--- src/rtl/wb_stream_fifo.sv ---
// wb_stream_fifo: Wishbone classic slave exposing a TX (host->fabric) and an
// RX (fabric->host) FIFO through a four-word register window. Bridge strobes
// are long, so every access is qualified on the rising edge of the decoded
// request and executes exactly once.
module wb_stream_fifo #(
  parameter int                    DEPTH      = 16,
  parameter int                    DATA_WIDTH = 16,
  parameter int                    ADDR_WIDTH = 16,
  parameter logic [ADDR_WIDTH-1:0] BASE_ADDR  = 16'h0000
) (
  input  logic                  clk,
  input  logic                  reset,
  input  logic [ADDR_WIDTH-1:0] wbs_address,
  input  logic [DATA_WIDTH-1:0] wbs_writedata,
  output logic [DATA_WIDTH-1:0] wbs_readdata,
  input  logic                  wbs_strobe,
  input  logic                  wbs_cycle,
  input  logic                  wbs_write,
  output logic                  wbs_ack,
  output logic [DATA_WIDTH-1:0] tx_data,
  output logic                  tx_valid,
  input  logic                  tx_ready,
  input  logic [DATA_WIDTH-1:0] rx_data,
  input  logic                  rx_valid,
  output logic                  rx_ready,
  output logic                  irq
);

  localparam int AW = $clog2(DEPTH);
  localparam int CW = AW + 1;
  localparam logic [CW-1:0] PTR_ONE = CW'(1);

  // Storage and pointers; pointers carry one extra wrap bit
  logic [DATA_WIDTH-1:0] tx_mem_r [DEPTH];
  logic [DATA_WIDTH-1:0] rx_mem_r [DEPTH];
  logic [CW-1:0]         tx_wr_ptr_r, tx_rd_ptr_r;
  logic [CW-1:0]         rx_wr_ptr_r, rx_rd_ptr_r;

  // Sticky error flags, bus handshake state and registered outputs
  logic                  tx_ovf_r, rx_unf_r, rx_ovf_r;
  logic                  req_d_r, ack_r, irq_r;
  logic [DATA_WIDTH-1:0] rdata_r;

  // Derived FIFO state
  logic [CW-1:0]         tx_count_s, rx_count_s;
  logic                  tx_full_s, tx_empty_s, rx_full_s, rx_empty_s;
  logic                  rx_ready_s;

  // Bus decode and per-cycle events
  logic                  req_s, fire_s;
  logic [1:0]            offset_s;
  logic                  data_wr_s, data_rd_s, ctrl_wr_s;
  logic                  tx_flush_s, rx_flush_s, flag_clr_s;
  logic                  tx_push_s, tx_pop_s, rx_push_s, rx_pop_s;
  logic                  tx_ovf_set_s, rx_unf_set_s, rx_ovf_set_s;
  logic [DATA_WIDTH-1:0] status_s, rd_data_s;

  assign tx_count_s = tx_wr_ptr_r - tx_rd_ptr_r;
  assign rx_count_s = rx_wr_ptr_r - rx_rd_ptr_r;
  assign tx_empty_s = (tx_wr_ptr_r == tx_rd_ptr_r);
  assign rx_empty_s = (rx_wr_ptr_r == rx_rd_ptr_r);
  assign tx_full_s  = (tx_wr_ptr_r[AW] != tx_rd_ptr_r[AW]) &&
                      (tx_wr_ptr_r[AW-1:0] == tx_rd_ptr_r[AW-1:0]);
  assign rx_full_s  = (rx_wr_ptr_r[AW] != rx_rd_ptr_r[AW]) &&
                      (rx_wr_ptr_r[AW-1:0] == rx_rd_ptr_r[AW-1:0]);

  // rx_ready is forced low while reset is asserted, not just after the flop
  assign rx_ready_s = ~rx_full_s & ~reset;

  assign req_s    = wbs_cycle & wbs_strobe &
                    (wbs_address[ADDR_WIDTH-1:2] == BASE_ADDR[ADDR_WIDTH-1:2]);
  assign fire_s   = req_s & ~req_d_r;
  assign offset_s = wbs_address[1:0];

  assign data_wr_s  = fire_s &  wbs_write & (offset_s == 2'd0);
  assign data_rd_s  = fire_s & ~wbs_write & (offset_s == 2'd0);
  assign ctrl_wr_s  = fire_s &  wbs_write & (offset_s == 2'd2);
  assign tx_flush_s = ctrl_wr_s & wbs_writedata[0];
  assign rx_flush_s = ctrl_wr_s & wbs_writedata[1];
  assign flag_clr_s = ctrl_wr_s & wbs_writedata[2];

  // A host push at full is still accepted when the fabric pops the same cycle
  assign tx_pop_s     = ~tx_empty_s & tx_ready;
  assign tx_push_s    = data_wr_s & (~tx_full_s | tx_pop_s);
  assign tx_ovf_set_s = data_wr_s & tx_full_s & ~tx_pop_s;
  assign rx_push_s    = rx_valid & rx_ready_s;
  assign rx_pop_s     = data_rd_s & ~rx_empty_s;
  assign rx_unf_set_s = data_rd_s & rx_empty_s;
  assign rx_ovf_set_s = rx_valid & rx_full_s;

  // Status word and read-data mux sampled at the firing edge
  always_comb begin
    status_s      = '0;
    status_s[0]   = tx_full_s;
    status_s[1]   = tx_empty_s;
    status_s[2]   = rx_full_s;
    status_s[3]   = rx_empty_s;
    status_s[4]   = tx_ovf_r;
    status_s[5]   = rx_unf_r;
    status_s[6]   = rx_ovf_r;
    status_s[15:8] = 8'(rx_count_s);
    rd_data_s     = '0;
    case (offset_s)
      2'd0: begin
        if (rx_empty_s) begin
          rd_data_s = '0;
        end else begin
          rd_data_s = rx_mem_r[rx_rd_ptr_r[AW-1:0]];
        end
      end
      2'd1:    rd_data_s = status_s;
      2'd2:    rd_data_s = '0;
      2'd3:    rd_data_s = DATA_WIDTH'(tx_count_s);
      default: rd_data_s = '0;
    endcase
  end

  // Bus handshake, FIFO pointers, sticky flags and interrupt register
  always_ff @(posedge clk or posedge reset) begin
    if (reset) begin
      req_d_r     <= 1'b0;
      ack_r       <= 1'b0;
      rdata_r     <= '0;
      tx_wr_ptr_r <= '0;
      tx_rd_ptr_r <= '0;
      rx_wr_ptr_r <= '0;
      rx_rd_ptr_r <= '0;
      tx_ovf_r    <= 1'b0;
      rx_unf_r    <= 1'b0;
      rx_ovf_r    <= 1'b0;
      irq_r       <= 1'b0;
    end else begin
      req_d_r <= req_s;
      ack_r   <= fire_s;
      if (fire_s && !wbs_write) begin
        rdata_r <= rd_data_s;
      end
      if (tx_flush_s) begin
        tx_rd_ptr_r <= tx_wr_ptr_r;
      end else begin
        if (tx_push_s) tx_wr_ptr_r <= tx_wr_ptr_r + PTR_ONE;
        if (tx_pop_s)  tx_rd_ptr_r <= tx_rd_ptr_r + PTR_ONE;
      end
      if (rx_flush_s) begin
        rx_rd_ptr_r <= rx_wr_ptr_r;
      end else begin
        if (rx_push_s) rx_wr_ptr_r <= rx_wr_ptr_r + PTR_ONE;
        if (rx_pop_s)  rx_rd_ptr_r <= rx_rd_ptr_r + PTR_ONE;
      end
      if (flag_clr_s) begin
        tx_ovf_r <= 1'b0;
        rx_unf_r <= 1'b0;
        rx_ovf_r <= 1'b0;
      end else begin
        if (tx_ovf_set_s) tx_ovf_r <= 1'b1;
        if (rx_unf_set_s) rx_unf_r <= 1'b1;
        if (rx_ovf_set_s) rx_ovf_r <= 1'b1;
      end
      irq_r <= ~rx_empty_s | tx_ovf_r | rx_unf_r | rx_ovf_r;
    end
  end

  // FIFO storage writes; a same-cycle flush discards the incoming word
  always_ff @(posedge clk) begin
    if (tx_push_s && !tx_flush_s) begin
      tx_mem_r[tx_wr_ptr_r[AW-1:0]] <= wbs_writedata;
    end
    if (rx_push_s && !rx_flush_s) begin
      rx_mem_r[rx_wr_ptr_r[AW-1:0]] <= rx_data;
    end
  end

  assign wbs_ack      = ack_r;
  assign wbs_readdata = rdata_r;
  assign tx_data      = tx_mem_r[tx_rd_ptr_r[AW-1:0]];
  assign tx_valid     = ~tx_empty_s;
  assign rx_ready     = rx_ready_s;
  assign irq          = irq_r;

endmodule

--- config.mk ---
export PLATFORM = sky130hd
export DESIGN_NAME = wb_stream_fifo
export DESIGN_NICKNAME = d
export VERILOG_FILES = /design/src/rtl/wb_stream_fifo.sv
export SDC_FILE = /design/constraint.sdc
export NUM_CORES = 1
export LEC_CHECK = 0
export ABC_CLOCK_PERIOD_IN_PS = 6100
export CAP_MARGIN = 10
export CORE_MARGIN = 5
export CORE_UTILIZATION = 37
export CTS_BUF_LIST = sky130_fd_sc_hd__clkbuf_8
export DETAILED_ROUTE_END_ITERATION = 10
export SYNTH_ARGS = -nofsm -noshare
export SYNTH_HDL_FRONTEND = slang
export SYNTH_SLANG_ARGS = --single-unit
--- constraint.sdc ---
create_clock -name clk -period 6.1 [get_ports clk]
set_input_delay 0.915 -clock clk [delete_from_list [all_inputs] [get_ports clk]]
set_output_delay 0.915 -clock clk [all_outputs]
set_load 0.1 [all_outputs]
# Word level (Yosys, flattened, before mapping)
# Memories as Yosys holds them, arrays and structs flattened.
# Cells that the tools add are included.
# Widths: inputs -> output; s select.
totals:
  input_bits: 55
  memories: 2
  regBits: 42
  out_inout_bits: 36
  elab_cells: 95
  mem_bits_rw: 512
memory_table:
  columns: ["name", "depth", "width", "read_ports", "rd_clocked_by_memory_dff", "wr", "line_no", "rtl"]
  rows:
  - ["rx_mem_r", 16, 16, 1, 0, 1, "35", "logic [DATA_WIDTH-1:0] rx_mem_r [DEPTH];"]
  - ["tx_mem_r", 16, 16, 1, 0, 1, "34", "logic [DATA_WIDTH-1:0] tx_mem_r [DEPTH];"]
op_classes:
  bitwise: 34
  reduce_logical: 17
  n_eq_ne: 9
  mux: 16
  addsub: 6
ops:
  columns: ["operator", "n"]
  rows:
  - ["$pmux 16 s4", 1]
  - ["$add 5x1->5 const B", 4]
  - ["$and 1x1->1", 20]
  - ["$mux 5", 4]
  - ["$mux 16", 1]
  - ["$logic_not 14->1", 1]
  - ["$eq 5x5->1", 2]
  - ["$mux 1", 10]
  - ["$not 1->1", 10]
  - ["$reduce_bool 2->1", 5]
  - ["$sub 5x5->5", 2]
  - ["$eq 4x4->1", 2]
  - ["$logic_and 1x1->1", 5]
  - ["$eq 2x2->1 const B", 2]
  - ["$or 1x1->1", 4]
  - ["$reduce_and 2->1", 2]
  - ["$logic_not 1->1", 3]
  - ["$eq 2x1->1 const B", 1]
  - ["$logic_not 2->1", 1]
  - ["$ne 1x1->1", 2]

# Logic depth before layout (Yosys ltp)
# Gate-level depths: netlist (run 1).
logic_depth:
  word_depth: 10
  mapped_depth: 12
  depth_no_buf: 9

# Worst setup path before layout (run 1)
# No wires, ideal clock.
synth_timing:
  kind: "register to register"
  startpoint: "register rx_rd_ptr_r[2]"
  endpoint: "memory rx_mem_r[3][0], enable pin"
  period_less_slack_ns: 5.848
  t_arrival_ns: 5.439
  path_stages_with_launch: 13
  t_required_ns: 5.691
  setup_slack_ns: 0.252
  setup_time_ns: 0.409
  n_path_buf: 5
  cell_sequence: "dfrtp_1 buf_2 buf_1 clkbuf_1 inv_1 ha_1 and4_1 clkbuf_1 a21oi_1 o211a_1 clkbuf_1 nand2_1 nor3_1"
synth_between:
  elab_chain_len: 8
synth_lines:
  columns: ["item", "line_no", "rtl"]
  rows:
  - ["from (decl)", "37", "logic [CW-1:0] rx_wr_ptr_r, rx_rd_ptr_r;"]
  - ["from (signal assigned)", "145", "rx_rd_ptr_r <= rx_wr_ptr_r;"]
  - ["from (signal assigned)", "148", "if (rx_pop_s) rx_rd_ptr_r <= rx_rd_ptr_r + PTR_ONE;"]
  - ["$eq 4x4->1", "65", "(rx_wr_ptr_r[AW-1:0] == rx_rd_ptr_r[AW-1:0]);"]
  - ["$logic_and 1x1->1", "64", "assign rx_full_s = (rx_wr_ptr_r[AW] != rx_rd_ptr_r[AW]) &&"]
  - ["$not 1->1", "68", "assign rx_ready_s = ~rx_full_s & ~reset;"]
  - ["$and 1x1->1", "68", null]
  - ["net rx_ready", "25", "output logic rx_ready,"]
  - ["$and 1x1->1", "86", "assign rx_push_s = rx_valid & rx_ready_s;"]
  - ["$logic_and 1x1->1", "168", "if (rx_push_s && !rx_flush_s) begin"]
  - ["$mux 1", "168", null]
  - ["$mux 1 (implied by the code)", "169", "rx_mem_r[rx_wr_ptr_r[AW-1:0]] <= rx_data;"]
  - ["to (decl)", "35", null]
# The timed path passes the listed nets, and every way through them passes these cells.

# Worst setup path in the final report (run 1)
layout_timing:
  startpoint: "register tx_rd_ptr_r[0]"
  endpoint: "output tx_data[1]"
layout_between:
  elab_chain_len: 1
layout_lines:
  columns: ["item", "line_no", "rtl"]
  rows:
  - ["from (decl)", "36", "logic [CW-1:0] tx_wr_ptr_r, tx_rd_ptr_r;"]
  - ["from (signal assigned)", "139", "tx_rd_ptr_r <= tx_wr_ptr_r;"]
  - ["from (signal assigned)", "142", "if (tx_pop_s) tx_rd_ptr_r <= tx_rd_ptr_r + PTR_ONE;"]
  - ["$mem_v2 16x16", null, null]
  - ["to (decl)", "20", "output logic [DATA_WIDTH-1:0] tx_data,"]
# Every way passes these cells.

==> results.ini, run 1 <==
[finish]
antennaDiodeCount=0
multi_input_area_um2=5400
final_layout_size_suffix_gt1_share_pct=23.2
fin_nets=1351
area_delta_synth_final_pct=16.3
n_fill_cell=5160
ff_latch_area_um2=16400

[synthesis]
yosys_warnings=0
synth_area_um2=22100
avgSynthCellArea_um2=20.0
syn_inst=1105
yosysSeqAreaShare_pct=74.4
synth_cell_types=51
ys_ff_latch=554
synth_edf_count=512
async_reset_ff_share_pct=7.58
synth_nets=1180
synthFlopType=edfxtp_1

[die]
io_pins=91
start_util_pct=37.4
die_w_um=254
core_um2=59000
die_h_um=254
die_area_um2=64700
row_count=89

[timing]
worstMarginPinSlew_ns=1.11
min_period_ns=4.92
slew_violations=0
finalCritPeriodShare_pct=80.6
fin_worst_skew_ns=0.0179
setup_violations=0
rsz0062_at_grt=false
clock.fmax_mhz=203
fin_tns_setup_ns=0
hold_viol=0
slew_headroom_pct=25.5
whs_ns=0.510

[drt]
vias=11159
first_pass_iters=5
routedWlPerCell_um=24.4
route.detailed.drc=0
drt_iter0_drc=784
antenna_left=0
wl_um=51700
vias_per_cell=5.27

[flow_run]
max_cap_violations=0

[global_routing]
grt_max_degree=58
grt_overflow_total=0
grt_pass1_wl_um=77100
first_global_vias=11732
antenna_found_initial=2
grt_usage_pct=16.1

[clocking]
cts.sinks=554
htree_levels=3
clock_tree.root_cell=clkbuf_8
ctsResizeCount=0
cts_tree=built
clock_path_buffers=3
clk_latency_ns=0.65
clk_pin_slew_ns=0.06
cts_buffers=89
postCtsSetupBuffers=0
cts_hold_buf=0

[placed_design]
portBuffers=90
hpwl_um=31400
gp_congestion=0.793

[pwr]
power.density_nw_per_um2=380
ir_worst_vdd_uv=632
p_leak_nw=8.54

[outcome]
status=finished clean

[worst_setup_path]
required_ns=5.18
max_stage_delay_ns=1.00
cp_max_fo=26
r2r-start=rx_rd_ptr_r[3]
cp_common_cell=mux4_2
crit_slowest_cell=clkdlybuf4s50_1
crit_path_end_kind=output pin
crit_chain=buf_4, mux4_2, mux4_2, clkdlybuf4s50_1
path_buf_inv=2
cp-start-kind=flip-flop
critical-path-top-delay-family=buffers and inverters
startpoint=tx_rd_ptr_r[0]
path_class=flip-flop to output pin
critical_path_arrival_ns=4.00

[worst_hold_path]
hold_start=wbs_readdata[4]
hp-class=flip-flop to flip-flop

[synthesized netlist by cell type, types with 2 or more instances]
cell      number  area [µm²]
inv_1         19        71.3
nand3_1       26         130
o21a_1         3        22.5
nand2_1       59         221
buf_1         12        45.0
nor2_1        29         109
a21o_1         5        37.5
xor2_1         6        52.6
nor3_1         7        35.0
o211a_1        5        50.1
a221oi_1       6        52.6
ha_1          18         225
o211ai_1       9        67.6
mux2_2         7        78.8
o21ai_0       11        55.1
or3_1          2        12.5
xnor2_1       14         123
or4_1          3        22.5
edfxtp_1     512       15400
a21oi_1       19        95.1
nor2b_1        8        50.1
fa_1           2        40.0
nand3b_1       2        15.0
mux4_2       137        3090
mux2i_1       24         240
and4_1         2        17.5
nor4_1         8        50.1
a32o_1         2        20.0
dfrtp_1       42        1050
and2_1        12        75.1
and3_1        18         113
clkbuf_1      23        86.3
buf_2         17        85.1
a41oi_1        2        17.5
a31oi_1        9        56.3
clkinv_1       2        7.51
nand4_1        9        56.3
[where the power goes]
part	leakage [nW]	internal [W]	total, W	switching, W
combinational	2.48	0.000903	0.00246	0.00155
clock	0.918	0.00144	0.00286	0.00142
sequential	5.14	0.00428	0.00443	0.000152
total	8.54	0.00662	0.00975	0.00313
[placed cells by master, fill, tap and decap left out, types with 3 or more instances in the layout]
master | Yosys | layout
edfxtp_1 | 512 | 512
mux4_2 | 137 | 137
clkbuf_8 | 0 | 92
clkdlybuf4s50_1 | 0 | 89
nand2_1 | 59 | 59
inv_1 | 19 | 50
buf_4 | 0 | 43
dfrtp_1 | 42 | 37
clkinv_1 | 2 | 27
nor2_1 | 29 | 26
nand3_1 | 26 | 26
mux2i_1 | 24 | 24
a21oi_1 | 19 | 19
and3_1 | 18 | 18
ha_1 | 18 | 18
xnor2_1 | 14 | 14
and2_1 | 12 | 12
o21ai_0 | 11 | 11
nand4_1 | 9 | 9
o211ai_1 | 9 | 9
a31oi_1 | 9 | 9
nor2b_1 | 8 | 8
mux2_2 | 7 | 7
xor2_1 | 6 | 6
a221oi_1 | 6 | 6
clkinv_2 | 0 | 6
nor4_2 | 1 | 5
nor3_1 | 7 | 5
a21o_1 | 5 | 5
o211a_1 | 5 | 5
nor4_1 | 8 | 4
o21a_1 | 3 | 3
or4_1 | 3 | 3
nor2_2 | 0 | 3
dfrtp_2 | 0 | 3
[cells by family after synthesis]
| logic type | share of synthesized area, % |
|---|---|
| AOI/OAI and AO/OA | 2.37 |
| and+or+nand+nor | 4.46 |
| adders and majority gates | 1.20 |
| buffers and inverters | 1.35 |
| DFF | 74.4 |
| muxes | 15.4 |
| xor gates and xnor gates | 0.793 |
[final cells by class]
| class | instances | share of cell area, % |
|---|---|---|
| Multi-Input combinational cell | 477 | 21.0 |
| Tap cell | 773 | 3.77 |
| Inverter | 22 | 0.322 |
| Sequential cell | 554 | 64.0 |
| Timing Repair Buffer | 132 | 4.73 |
| Clock inverter | 68 | 1.19 |
| Clock buffer | 92 | 4.93 |
[per-stage QoR]
step	total power, W	util (%)	setup WS [ns]	cells	instance area, µm²
after floorplan	0.00634	-	0.252	1105	22100
after global placement	0.00699	40.8	1.55	1958	24100
after detailed placement	0.00702	40.8	1.46	1958	24100
after CTS	0.00988	43.5	1.07	2118	25700
after global routing	0.0102	43.5	0.975	2118	25700
final	0.00975	43.5	1.18	2118	25700
[path summary, 6_finish.rpt]
check / endpoint / cells after the start / slack [ns]
setup / recovery: tx_data[1] / 4 / 1.18
hold / removal: wbs_readdata[4] / 2 / 0.51
setup reg to reg: rx_mem_r[0][2] / 9 / 2.33
hold reg to reg: wbs_readdata[4] / 2 / 0.51
max in group asynchronous: tx_rd_ptr_r[0] / 2 / 4.39
min in group asynchronous: rx_rd_ptr_r[2] / 2 / 0.99
[metal layers]
metal  track usage [%]  vias to the layer above  wire length [µm]  part of all wire [%]
met5                 0                        -                23                 0.045
met4              4.28                        4               999                   1.9
met3              3.89                       85              3200                   6.2
met2              26.8                      318             26100                    50
met1              21.6                     5874             21400                    41
li1                  -                     4878                 -                     -
[worst register-to-register path, stage by stage (launching register included)]
cell      delay [ns]
dfrtp_1         0.33
buf_4           0.44
clkinv_1        0.16
buf_4           0.26
ha_1            0.37
and4_1          0.27
a21oi_1         0.22
o211a_1         0.46
and3_1          0.61
buf_4           0.34
[registers in the layout, summed over array words and instances (netlist names)]
name and cells:
rx_wr_ptr_r 5, rx_unf_r 1, tx_mem_r 256, irq 1
rx_rd_ptr_r 5, wbs_ack 1, wbs_readdata 16, tx_rd_ptr_r 5
rx_mem_r 256, rx_ovf_r 1, tx_wr_ptr_r 5, req_d_r 1
tx_ovf_r 1
(Power assumes the default switching activity.)
==> inputs of run 2 (changes only) <==
--- a/config.mk
+++ b/config.mk
@@ -5,7 +5,7 @@
 export SDC_FILE = /design/constraint.sdc
 export NUM_CORES = 1
 export LEC_CHECK = 0
-export ABC_CLOCK_PERIOD_IN_PS = 6100
+export ABC_CLOCK_PERIOD_IN_PS = 4650
 export CAP_MARGIN = 10
 export CORE_MARGIN = 5
 export CORE_UTILIZATION = 37
==> constraint.sdc (replaced) <==
create_clock -name clk -period 4.65 [get_ports clk]
set_input_delay 0.6975 -clock clk [delete_from_list [all_inputs] [get_ports clk]]
set_output_delay 0.6975 -clock clk [all_outputs]
set_load 0.1 [all_outputs]
==> run 2 against run 1 <==
  * Global-route usage shrank 0.44 points
  * Power is 31% higher
  * First-iteration DRC count grew 2.4%
  * Non-clock buffer count grew 6
  * Die area is the same
  * Largest cell class unchanged
  * Largest power group unchanged
==> results.ini, run 2 (synthesized netlist as in run 1, its figures left out) <==
[clocking]
htree_levels=3
clock_tree.root_cell=clkbuf_8
clock_path_buffers=3
cts.sinks=554
clk_latency_ns=0.66
cts_buffers=87
ctsResizeCount=0
postCtsSetupBuffers=0
clk_pin_slew_ns=0.06
cts_hold_buf=0
cts_tree=built

[finish]
antennaDiodeCount=0
area_delta_synth_final_pct=16.7
n_fill_cell=5121
final_layout_size_suffix_gt1_share_pct=25.4
design_area_um2=25800
final_common_cell=edfxtp_1
mostFrequentLayoutCells=edfxtp_1 (512), mux4_2 (137), clkbuf_8 (100)
multi_input_area_um2=5410
ff_latch_area_um2=16400
fin_nets=1355

[placed_design]
dp_worst_setup_slack_ns=0.815
portBuffers=90
place_area_um2=24100
hpwl_um=31100
gp_congestion=0.788

[worst_setup_path]
r2r_slack_ns=1.08
rr_worst_depth=9
cp_max_fo=26
crit_chain=mux4_2, mux4_2, clkdlybuf4s50_1
path_class=flip-flop to output pin
cp-start-kind=flip-flop
r2r_end=tx_mem_r[11][7]
critical_path_arrival_ns=3.53
path_buf_inv=1
critical-path-top-delay-family=multiplexers
required_ns=3.95
cp_common_cell=mux4_2
max_stage_delay_ns=0.99
r2r-start=tx_rd_ptr_r[1]
crit_slowest_cell=clkdlybuf4s50_1
crit_path_end_kind=output pin

[global_routing]
grt_overflow_total=0
grt_max_degree=58
antenna_found_initial=2
grt_pass1_wl_um=75300
first_global_vias=11609
grt_usage_pct=15.7

[drt]
first_pass_iters=5
vias_per_cell=5.25
routedWlPerCell_um=23.9
antenna_left=0
route.detailed.drc=0
wl_um=50600
vias=11143
drt_iter0_drc=803

[pwr]
p_switching_w=0.00405
pwr-share-clk_pct=29.7
internal_power_w=0.00871
switching_share_pct=31.7
power_frac_seq_pct=45.7
ir_worst_vdd_uv=784
power.density_nw_per_um2=495
p_leak_nw=8.64
total_power_w=0.0128
p_comb_share_pct=24.6

[die]
start_util_pct=37.4
die_w_um=254
row_count=89
io_pins=91
die_h_um=254
core_um2=59000
die_area_um2=64700

[timing]
finalCritPeriodShare_pct=90.9
fin_worst_skew_ns=0.0203
layout_setup_ws_ns=0.423
min_period_ns=4.23
rsz0062_at_grt=false
worstMarginPinSlew_ns=1.12
slew_violations=0
fin_tns_setup_ns=0
clock.fmax_mhz=237
hold_viol=0
setup_violations=0
slew_headroom_pct=25.5

[worst_hold_path]
holdPathStages=2
whs_endpoint=wbs_readdata[2]
hp-class=flip-flop to flip-flop
hold_start=wbs_readdata[2]

[flow_run]
max_cap_violations=0

[outcome]
status=finished clean

==> run 2: final cells by class <==
cell class,count,share of cell area (%)
Clock buffer,100,5.34
Tap cell,773,3.76
Clock inverter,58,0.947
Sequential cell,554,63.8
Timing Repair Buffer,138,4.80
Multi-Input combinational cell,477,21.0
Inverter,22,0.321
==> run 2: how the worst max path moves through the flow <==
stage | cells after the start | slack [ns] | from | to
final | 3 | 0.42 | tx_rd_ptr_r[0] | tx_data[8]
after CTS | 3 | 0.29 | tx_rd_ptr_r[0] | tx_data[8]
after floorplan | 12 | 0.27 | rx_rd_ptr_r[2] | rx_mem_r[3][0]
after global routing | 4 | 0.24 | tx_rd_ptr_r[0] | tx_data[2]
after detailed placement | 7 | 0.82 | wbs_address[2] | tx_mem_r[8][5]
after global placement | 7 | 0.85 | wbs_address[2] | tx_mem_r[11][1]
==> run 2: routing by layer <==
layer | vias up | routed length (µm) | GRT usage [%]
met2 | 310 | 25700 | 26.2
met3 | 77 | 2900 | 3.74
met1 | 5860 | 20900 | 20.6
met4 | 4 | 1090 | 4.66
li1 | 4892 | - | -
met5 | - | 32 | 0
==> run 2: power by group through the flow <==
stage          combinational [W]  sequential [W]  clock, W
3_5_place_dp             0.00319         0.00595         0
3_3_place_gp             0.00317         0.00594         0
6_report                 0.00313         0.00583   0.00379
5_1_grt                  0.00331         0.00586   0.00414
4_1_cts                  0.00320         0.00584   0.00391
2_1_floorplan            0.00254         0.00578         0
==> run 2: worst min-delay path: cells and delay by family, from the launching register on <==
family,cells,cell delay (ns)
flops,1,0.34
mux,1,0.06
compound gates,1,0.06
==> run 2: per-stage QoR <==
stage / util (%) / hold WS (ns) / std cells
3_5_place_dp: 40.9 / 0.492 / 1964
2_1_floorplan: - / 0.462 / 1105
3_3_place_gp: 40.9 / 0.486 / 1964
5_1_grt: 43.6 / 0.553 / 2122
4_1_cts: 43.6 / 0.504 / 2122
6_report: 43.6 / 0.502 / 2122
